===== config.mk =====
export PLATFORM = sky130hd
export DESIGN_NAME = icache_refill_ctrl
export DESIGN_NICKNAME = d
export VERILOG_FILES = /design/src/rtl/icache_refill_ctrl_pkg.sv /design/src/rtl/sat_counter.sv /design/src/rtl/icache_refill_ctrl.sv
export SDC_FILE = /design/constraint.sdc
export NUM_CORES = 1
export LEC_CHECK = 0
export ABC_AREA = 1
export CAP_MARGIN = 0
export CORE_MARGIN = 2
export CORE_UTILIZATION = 35
export DETAILED_ROUTE_END_ITERATION = 12
export PLACE_DENSITY = 0.7
export SKIP_LAST_GASP = 1
export SLEW_MARGIN = 20
export SYNTH_ARGS = -nofsm -noshare
export SYNTH_HDL_FRONTEND = slang
export SYNTH_SLANG_ARGS = --single-unit

===== constraint.sdc =====
create_clock -name clk -period 1.92 [get_ports clk]
set_input_delay 0.288 -clock clk [delete_from_list [all_inputs] [get_ports clk]]
set_output_delay 0.288 -clock clk [all_outputs]
set_load 0.005 [all_outputs]

===== src/rtl/icache_refill_ctrl_pkg.sv =====
// Shared IFU frontend constants and the encoding of the icache refill FSM.
// Imported by the refill controller and its helpers.
package icache_refill_ctrl_pkg;

    localparam int ADDR_WIDTH             = 32;
    localparam int ICACHE_DATA_BLOCK_SIZE = 64;
    localparam int NUM_OFFSET_BITS        = 3;
    localparam int MISS_CNT_WIDTH         = 16;

    // DRAIN waits out a response whose miss was abandoned by a redirect
    localparam logic [2:0] IDLE  = 3'd0;
    localparam logic [2:0] REQ   = 3'd1;
    localparam logic [2:0] WAIT  = 3'd2;
    localparam logic [2:0] FILL  = 3'd3;
    localparam logic [2:0] DRAIN = 3'd4;

endpackage


===== src/rtl/sat_counter.sv =====
// Up-counter that sticks at all-ones, with a synchronous active-low clear
// that takes priority over the increment enable.
module sat_counter #(
    parameter int WIDTH = 16
) (
    input  logic             clk,
    input  logic             rst_aL,
    input  logic             inc,
    output logic [WIDTH-1:0] count
);

    always_ff @(posedge clk) begin
        if (!rst_aL) begin
            count <= '0;
        end else if (inc && (count != '1)) begin
            count <= count + WIDTH'(1);
        end
    end

endmodule


===== src/rtl/icache_refill_ctrl.sv =====
// Fetch-side icache miss sequencer: one outstanding DRAM block read per miss,
// PC stall and FIFO enqueue gating, and absorption of mid-miss redirects.
module icache_refill_ctrl #(
    parameter int ADDR_WIDTH      = icache_refill_ctrl_pkg::ADDR_WIDTH,
    parameter int BLOCK_SIZE      = icache_refill_ctrl_pkg::ICACHE_DATA_BLOCK_SIZE,
    parameter int NUM_OFFSET_BITS = icache_refill_ctrl_pkg::NUM_OFFSET_BITS,
    parameter int MISS_CNT_WIDTH  = icache_refill_ctrl_pkg::MISS_CNT_WIDTH
) (
    input  logic                      clk,
    input  logic                      rst_aL,
    input  logic [ADDR_WIDTH-1:0]     pc,
    input  logic                      pc_valid,
    input  logic                      icache_hit,
    input  logic                      recovery_PC_valid,
    input  logic                      ififo_ready_enq,
    output logic                      fifo_enq_valid,
    output logic                      pc_stall,
    output logic                      dram_req_valid,
    output logic [ADDR_WIDTH-1:0]     dram_req_addr,
    input  logic                      dram_req_ready,
    input  logic [BLOCK_SIZE-1:0]     dram_response,
    input  logic                      dram_response_valid,
    output logic                      icache_we,
    output logic [ADDR_WIDTH-1:0]     icache_waddr,
    output logic [BLOCK_SIZE-1:0]     icache_wdata,
    output logic                      miss_busy,
    output logic [MISS_CNT_WIDTH-1:0] miss_count
);

    import icache_refill_ctrl_pkg::*;

    localparam logic [ADDR_WIDTH-1:0] OFFSET_MASK = ADDR_WIDTH'((1 << NUM_OFFSET_BITS) - 1);

    logic [2:0]                state;
    logic [ADDR_WIDTH-1:0]     miss_addr;
    logic [BLOCK_SIZE-1:0]     fill_data;
    logic [ADDR_WIDTH-1:0]     pc_aligned;
    logic                      in_idle;
    logic                      start_miss;
    logic [MISS_CNT_WIDTH-1:0] miss_cnt_raw;

    assign pc_aligned = pc & ~OFFSET_MASK;
    assign in_idle    = (state == IDLE);
    assign start_miss = in_idle & pc_valid & ~icache_hit & ~recovery_PC_valid;

    // A response is only consumed in WAIT or DRAIN; stray pulses elsewhere fall through
    always_ff @(posedge clk) begin
        if (!rst_aL) begin
            state     <= IDLE;
            miss_addr <= '0;
            fill_data <= '0;
        end else begin
            case (state)
                IDLE: begin
                    if (start_miss) begin
                        miss_addr <= pc_aligned;
                        state     <= REQ;
                    end
                end
                REQ: begin
                    if (recovery_PC_valid) begin
                        state <= IDLE;
                    end else if (dram_req_ready) begin
                        state <= WAIT;
                    end
                end
                WAIT: begin
                    if (dram_response_valid) begin
                        fill_data <= dram_response;
                        state     <= FILL;
                    end else if (recovery_PC_valid) begin
                        state <= DRAIN;
                    end
                end
                DRAIN: begin
                    if (dram_response_valid) begin
                        state <= IDLE;
                    end
                end
                FILL:    state <= IDLE;
                default: state <= IDLE;
            endcase
        end
    end

    sat_counter #(
        .WIDTH (MISS_CNT_WIDTH)
    ) u_miss_cnt (
        .clk    (clk),
        .rst_aL (rst_aL),
        .inc    (start_miss),
        .count  (miss_cnt_raw)
    );

    // Every output is forced low while reset is asserted, not just after the edge
    assign fifo_enq_valid = rst_aL & in_idle & pc_valid & icache_hit & ififo_ready_enq
                            & ~recovery_PC_valid;
    assign pc_stall       = rst_aL & ~recovery_PC_valid
                            & (~in_idle | (pc_valid & ~icache_hit)
                               | (pc_valid & icache_hit & ~ififo_ready_enq));
    assign dram_req_valid = rst_aL & (state == REQ);
    assign dram_req_addr  = dram_req_valid ? miss_addr : '0;
    assign icache_we      = rst_aL & (state == FILL);
    assign icache_waddr   = icache_we ? miss_addr : '0;
    assign icache_wdata   = icache_we ? fill_data : '0;
    assign miss_busy      = rst_aL & ~in_idle;
    assign miss_count     = rst_aL ? miss_cnt_raw : '0;

endmodule


==> impl_metrics.toml <==
[synth]
ys_seq_area_share_pct = 42.5
synth_seq_cells = 112
synth_top_area_cell = "dfxtp_1"
synthCells = 781
synth_top_area_share_pct = 42.5
ys_warn_count = 0
synth.distinct_cells = 28
synth.avg_cell_area_um2 = 6.76
synth_area_um2 = 5280
yosys-top-cells-area = "dfxtp_1, nor2_1, inv_1, a21oi_1, o21ai_0"

[worst_setup_path]
crit_path_start_kind = "flip-flop"
end_kind = "output pin"
crit_type = "reg2out"
crit_path_max_fanout = 10
critPathRequiredTime_ns = 1.63
arrival_ns = 1.79

[cells_and_area]
area_growth_syn_to_layout_pct = 58.8
design_area_um2 = 8380
fin_util_pct = 57.2
final_common_cell = "nor2_1"
fin_nets = 1122
drive_gt1_share_pct = 10.7
layout_common_cells = "nor2_1, inv_1, clkdlybuf4s50_1"
fillers = 1421

[routing]
vias = 5455
dr.pass1.iters = 4
drc = 0
ant_nets = 0
wirelength_um = 15700
drtIter0Drc = 267
wl_per_cell_um = 13.0
via_per_inst = 4.52

[sta]
slew_violations = 0
skew_ns = 0.00537
finalCritPeriodShare_pct = 108
fmax_ghz = 0.481
rsz0062_at_grt = "yes"
min_period_ns = 2.08
fin_ws_ns = -0.159
max_slew.worst_pin.slew_ns = 0.516
final-hold-violation-count = 0
finalSetupViolCount = 13
fin_setup_tns_ns = -1.79
max-slew-margin-rel_pct = 65.6
whs_ns = 0.437

[global_route]
grt_antenna_before_repair = 1
gr-total-overflow = 0
grt.total_usage_pct = 18.3
grt_start_max_net_pins = 73
grt_pass1_wl_um = 24000
grt_pass1_vias = 4818

[clock_tree]
clock_sinks = 112
cts.htree.levels = 3
clockRootBuffer = "clkbuf_16"
tritoncts = "yes"
numCtsBuffers = 9
cts_hold_buf = 0
clock_path_buffers = 2
path_clk_slew_ns = 0.07
worstSkewPairLatency_ns = 0.34

[power]
p_leak_nw = 4.35
pwr_density_cell_nw_per_um2 = 772
max-vdd-ir-drop_uv = 380

[run_status]
violations = "negative setup slack"
outcome = "finished with violations"

[floorplanning]
row_count = 44
fp.dieW_um = 127
fp.coreArea_um2 = 14600
die_h_um = 127
io_pins = 253
initial_core_util_pct = 36.0
dieArea_um2 = 16100

[placement]
pre_cts_ws_ns = -0.0715
dp_hpwl_um = 11100
place_congestion = 0.815
portBuffers = 243
placed_area_um2 = 7920

[flow_run]
maxCapViolCount = 0

[hold_path]
min_path_type = "in2reg"
-- through the flow --
stage	power (mW)	std cells
detailed placement	4.53	1185
floorplan	3.91	786
global placement	4.50	1185
global route	6.92	1206
finish	6.47	1206
CTS	6.52	1201
-- synth_stat cells --
cell type,instances
inv_4,1
dfxtp_1,112
ha_1,1
nand3_1,10
o21ai_0,98
a21oi_1,98
nor4_1,1
nor2_1,153
nand4_1,6
nand3_4,1
clkbuf_1,18
buf_12,1
xor2_1,3
inv_1,133
buf_4,6
clkinv_2,1
o2111ai_1,1
nand2_1,76
nor3_1,2
xnor2_1,4
buf_2,28
buf_6,1
conb_1,1
a21oi_2,8
nand2_2,11
nor2_4,4
buf_1,1
inv_2,1
-- registers in the layout (all words and copies together) (netlist names) --
name / count
fill_data: 64
miss_addr: 29
u_miss_cnt.count: 16
state: 3
-- path summary, 6_finish.rpt --
check | slack (ns) | start | endpoint | cells past startpoint
min | 0.44 | rst_aL | u_miss_cnt.count[10]$_SDFFE_PN0P_ | 4
min reg2reg | 0.45 | fill_data[16]$_SDFFE_PN0N_ | fill_data[16]$_SDFFE_PN0N_ | 2
max reg2reg | 0.23 | u_miss_cnt.count[1]$_SDFFE_PN0P_ | u_miss_cnt.count[1]$_SDFFE_PN0P_ | 9
max | -0.16 | state[0]$_SDFFE_PN0P_ | icache_wdata[54] | 6
-- worst max-delay path: stages, from the launching register on --
cell,delay [ns]
dfxtp_2,0.34
nand2_1,0.08
nor2_4,0.16
inv_6,0.08
clkbuf_16,0.17
nor2_1,0.10
clkdlybuf4s50_1,0.51
-- final cells by class --
class	count	area (um^2)	area share [%]
repair buffers	275	2780	33.2
multi-input cells	483	2290	27.4
flip-flops and latches	112	2240	26.8
inverters	136	519	6.20
clock buffers	11	253	3.02
well taps	184	230	2.75
clock inverters	4	52.6	0.627
diodes	1	2.50	0.0299
-- cells by family (layout without fill, tap and decap cells) --
group	Yosys count	after routing	synth area share, %
other	1	7	0.0711
adders and majority gates	1	1	0.237
AOI/OAI and AO/OA	205	205	20.1
xor gates and xnor gates	7	7	1.16
DFF	112	112	42.5
and+or+nand+nor	264	264	20.7
buffers and inverters	191	426	15.2
-- layer usage --
| metal | part of all wire [%] | global-route usage (%) | vias up |
|---|---|---|---|
| met3 | 6.9 | 4.60 | 18 |
| li1 | - | - | 2870 |
| met2 | 46 | 30.7 | 164 |
| met4 | 1.7 | 5.56 | 0 |
| met5 | 0 | 0 | - |
| met1 | 46 | 23.2 | 2403 |
-- power breakdown --
part	internal, mW	switching [mW]	leakage (nW)
Combinational	0.724	1.00	3.28
Sequential	2.71	0.102	0.911
Clock	1.08	0.849	0.152
-- what timing repair did --
| action | 4_1_cts | 5_1_grt |
|---|---|---|
| endpoints found under the hold margin | 0 | 0 |
| endpoints found under the setup margin | 127 | 108 |
| cloned | 0 | 2 |
| pin swaps | 2 | 1 |
| buffers inserted | 1 | 2 |
| gates resized for setup | 65 | 113 |
Power figures use the tool's default switching activity.
==> RTL edit (same settings) <==
Change the package constant `MISS_CNT_WIDTH` from 16 to 24.
--- a/src/rtl/icache_refill_ctrl_pkg.sv
+++ b/src/rtl/icache_refill_ctrl_pkg.sv
@@ -5,7 +5,7 @@
     localparam int ADDR_WIDTH             = 32;
     localparam int ICACHE_DATA_BLOCK_SIZE = 64;
     localparam int NUM_OFFSET_BITS        = 3;
-    localparam int MISS_CNT_WIDTH         = 16;
+    localparam int MISS_CNT_WIDTH         = 24;
 
     // DRAIN waits out a response whose miss was abandoned by a redirect
     localparam logic [2:0] IDLE  = 3'd0;
Ports: changed (resized miss_count); port bits go from 253 to 261. The function was not compared with the original's and may differ.
==> RTL edit against the original RTL <==
  * The flow still finishes with violations (negative setup slack)
  * Critical path type unchanged
  * Critical path depth rose by 3
  * Sequential cell count rose by 8
  * Worst hold slack worse by 0.0048 ns
  * Largest cell class is now multi-input combinational cells
  * Cell count increased by 14%
  * Synthesized area rose by 9.9%
  * Sequential share of layout area decreased by 2.5 points
  * Setup slack improved by 0.088 ns
  * Final area is 18% higher
  * Wire length up 25%
  * First-iteration DRC count decreased by 4.1%
  * Maximum frequency grew 4.4%
Power is not compared: it rests on default switching activity, and its combinational part moved more than twofold at a synthesized area within 25%.
==> RTL edit: results (changes against the original RTL) <==
.. list-table::
   :header-rows: 1

   * - Metric
     - Value
   * - Run status
     - finished, violations left (unchanged)
   * - Violations in the final reports
     - negative setup slack (unchanged)
   * - Number of inserted filler cells in the final layout
     - 1457 (was 1421)
   * - Placed wire-length estimate
     - 11400 um (was 11100 um)
   * - Post-layout worst setup margin
     - -0.0702 ns (was -0.159 ns)
   * - # port buffers
     - 251 (was 243)
   * - Via density per instance
     - 4.59 (was 4.52)
   * - Antenna violations before repair
     - 0 (was 1)
   * - Non-filler cells, final
     - 1378 (was 1206)
   * - Total inserted antenna cells
     - 0 (was 1)
   * - Fraction of final layout cells with drive strength greater than 1
     - 0.287 (was 0.107)
   * - Maximum number of pins on one net before global-route repair
     - 83 (was 73)
   * - Signal arrival time at the worst endpoint
     - 1.70 ns (was 1.79 ns)
   * - Reg-to-reg endpoint
     - fill_data[32] (was u_miss_cnt.count[1])
   * - Setup-failing EPs final
     - 21 (was 13)
   * - Overall global routing resource usage
     - 0.214 (was 0.183)
   * - Per-instance average area after synthesis
     - 6.69 um^2 (was 6.76 um^2)
   * - Routability congestion estimate
     - 0.821 (was 0.815)
   * - Routed WL
     - 19600 um (was 15700 um)
   * - Distinct cells, synth
     - 30 (was 28)
   * - Reg2Reg Setup Slack
     - 0.12 ns (was 0.23 ns)
   * - Sequential area share after synthesis
     - 0.414 (was 0.425)
   * - Largest registers in the final layout
     - fill_data x64, miss_addr x29, u_miss_cnt.count x24 (was fill_data x64, miss_addr x29, u_miss_cnt.count x16)
   * - Clock latency at the later pin of the worst-skew pair
     - 0.42 ns (was 0.34 ns)
   * - CP max FO
     - 8 (was 10)
   * - Hold worst-path end
     - u_miss_cnt.count[20] (was u_miss_cnt.count[10])
   * - Final #Nets
     - 1250 (was 1122)
   * - Sum Neg Setup Slack
     - -0.294 ns (was -1.79 ns)
   * - Min Hold Slack
     - 0.432 ns (was 0.437 ns)
   * - Via count of the first global-routing pass
     - 5904 (was 4818)
## RTL edit: layer usage
layer	vias up	track usage	wire length, um
met4	0	0.0729	422
met2	211	0.358	9790
met5	-	0	0
met3	26	0.0705	1350
li1	3236	-	-
met1	2847	0.259	8010
## RTL edit: cell families after synthesis
logic type               after synthesis  share of synthesized area
buffers and inverters                204                      0.143
AO/OA/AOI/OAI                        218                      0.197
other                                  1                   0.000647
adder cells (fa/ha/maj)                1                    0.00216
AND/OR/NAND/NOR                      311                      0.226
XOR/XNOR                              12                     0.0181
flip-flops                           120                      0.414
## RTL edit: layout make-up
cell class | count | area share
timing repair buffer | 313 | 0.298
clock inverter | 13 | 0.0174
tap | 220 | 0.0278
clock buffer | 19 | 0.0447
multi-input combinational | 548 | 0.313
inverter | 145 | 0.0557
sequential | 120 | 0.243
## RTL edit: power by group
group	switching (mW)	internal (mW)	total, mW
logic	0.268	0.319	0.587
registers	0.0164	2.54	2.55
clock network	1.21	2.09	3.30
## RTL edit: worst max path at each step
stage / end
after floorplan: u_miss_cnt.count[12]
after global routing: icache_wdata[30]
after CTS: dram_req_addr[24]
after detailed placement: fifo_enq_valid
after global placement: fifo_enq_valid
final: icache_wdata[30]
## RTL edit: critical path: stages, from the launching register on
cell      delay [ns]
dfxtp_4         0.36
inv_4           0.07
nand2_4         0.05
nor2_4          0.11
clkinv_4        0.11
buf_6           0.15
buf_16          0.14
buf_12          0.13
nor2_4          0.06
buf_2           0.11
## RTL edit: timing repair
item,4_1_cts,5_1_grt
pin swaps,9,10
endpoints found under the setup margin,126,172
cloned,11,2
gates resized for setup,466,182
hold buffers,0,0
buffers inserted,26,8
## RTL edit: per-stage QoR
stage / cell area (um^2) / setup WS [ns] / utilization
floorplan: 5820 / 0.361 / -
global placement: 8550 / -0.153 / 0.521
CTS: 9430 / -0.187 / 0.575
detailed placement: 8550 / -0.205 / 0.521
finish: 9910 / -0.0702 / 0.604
global route: 9910 / -0.136 / 0.604
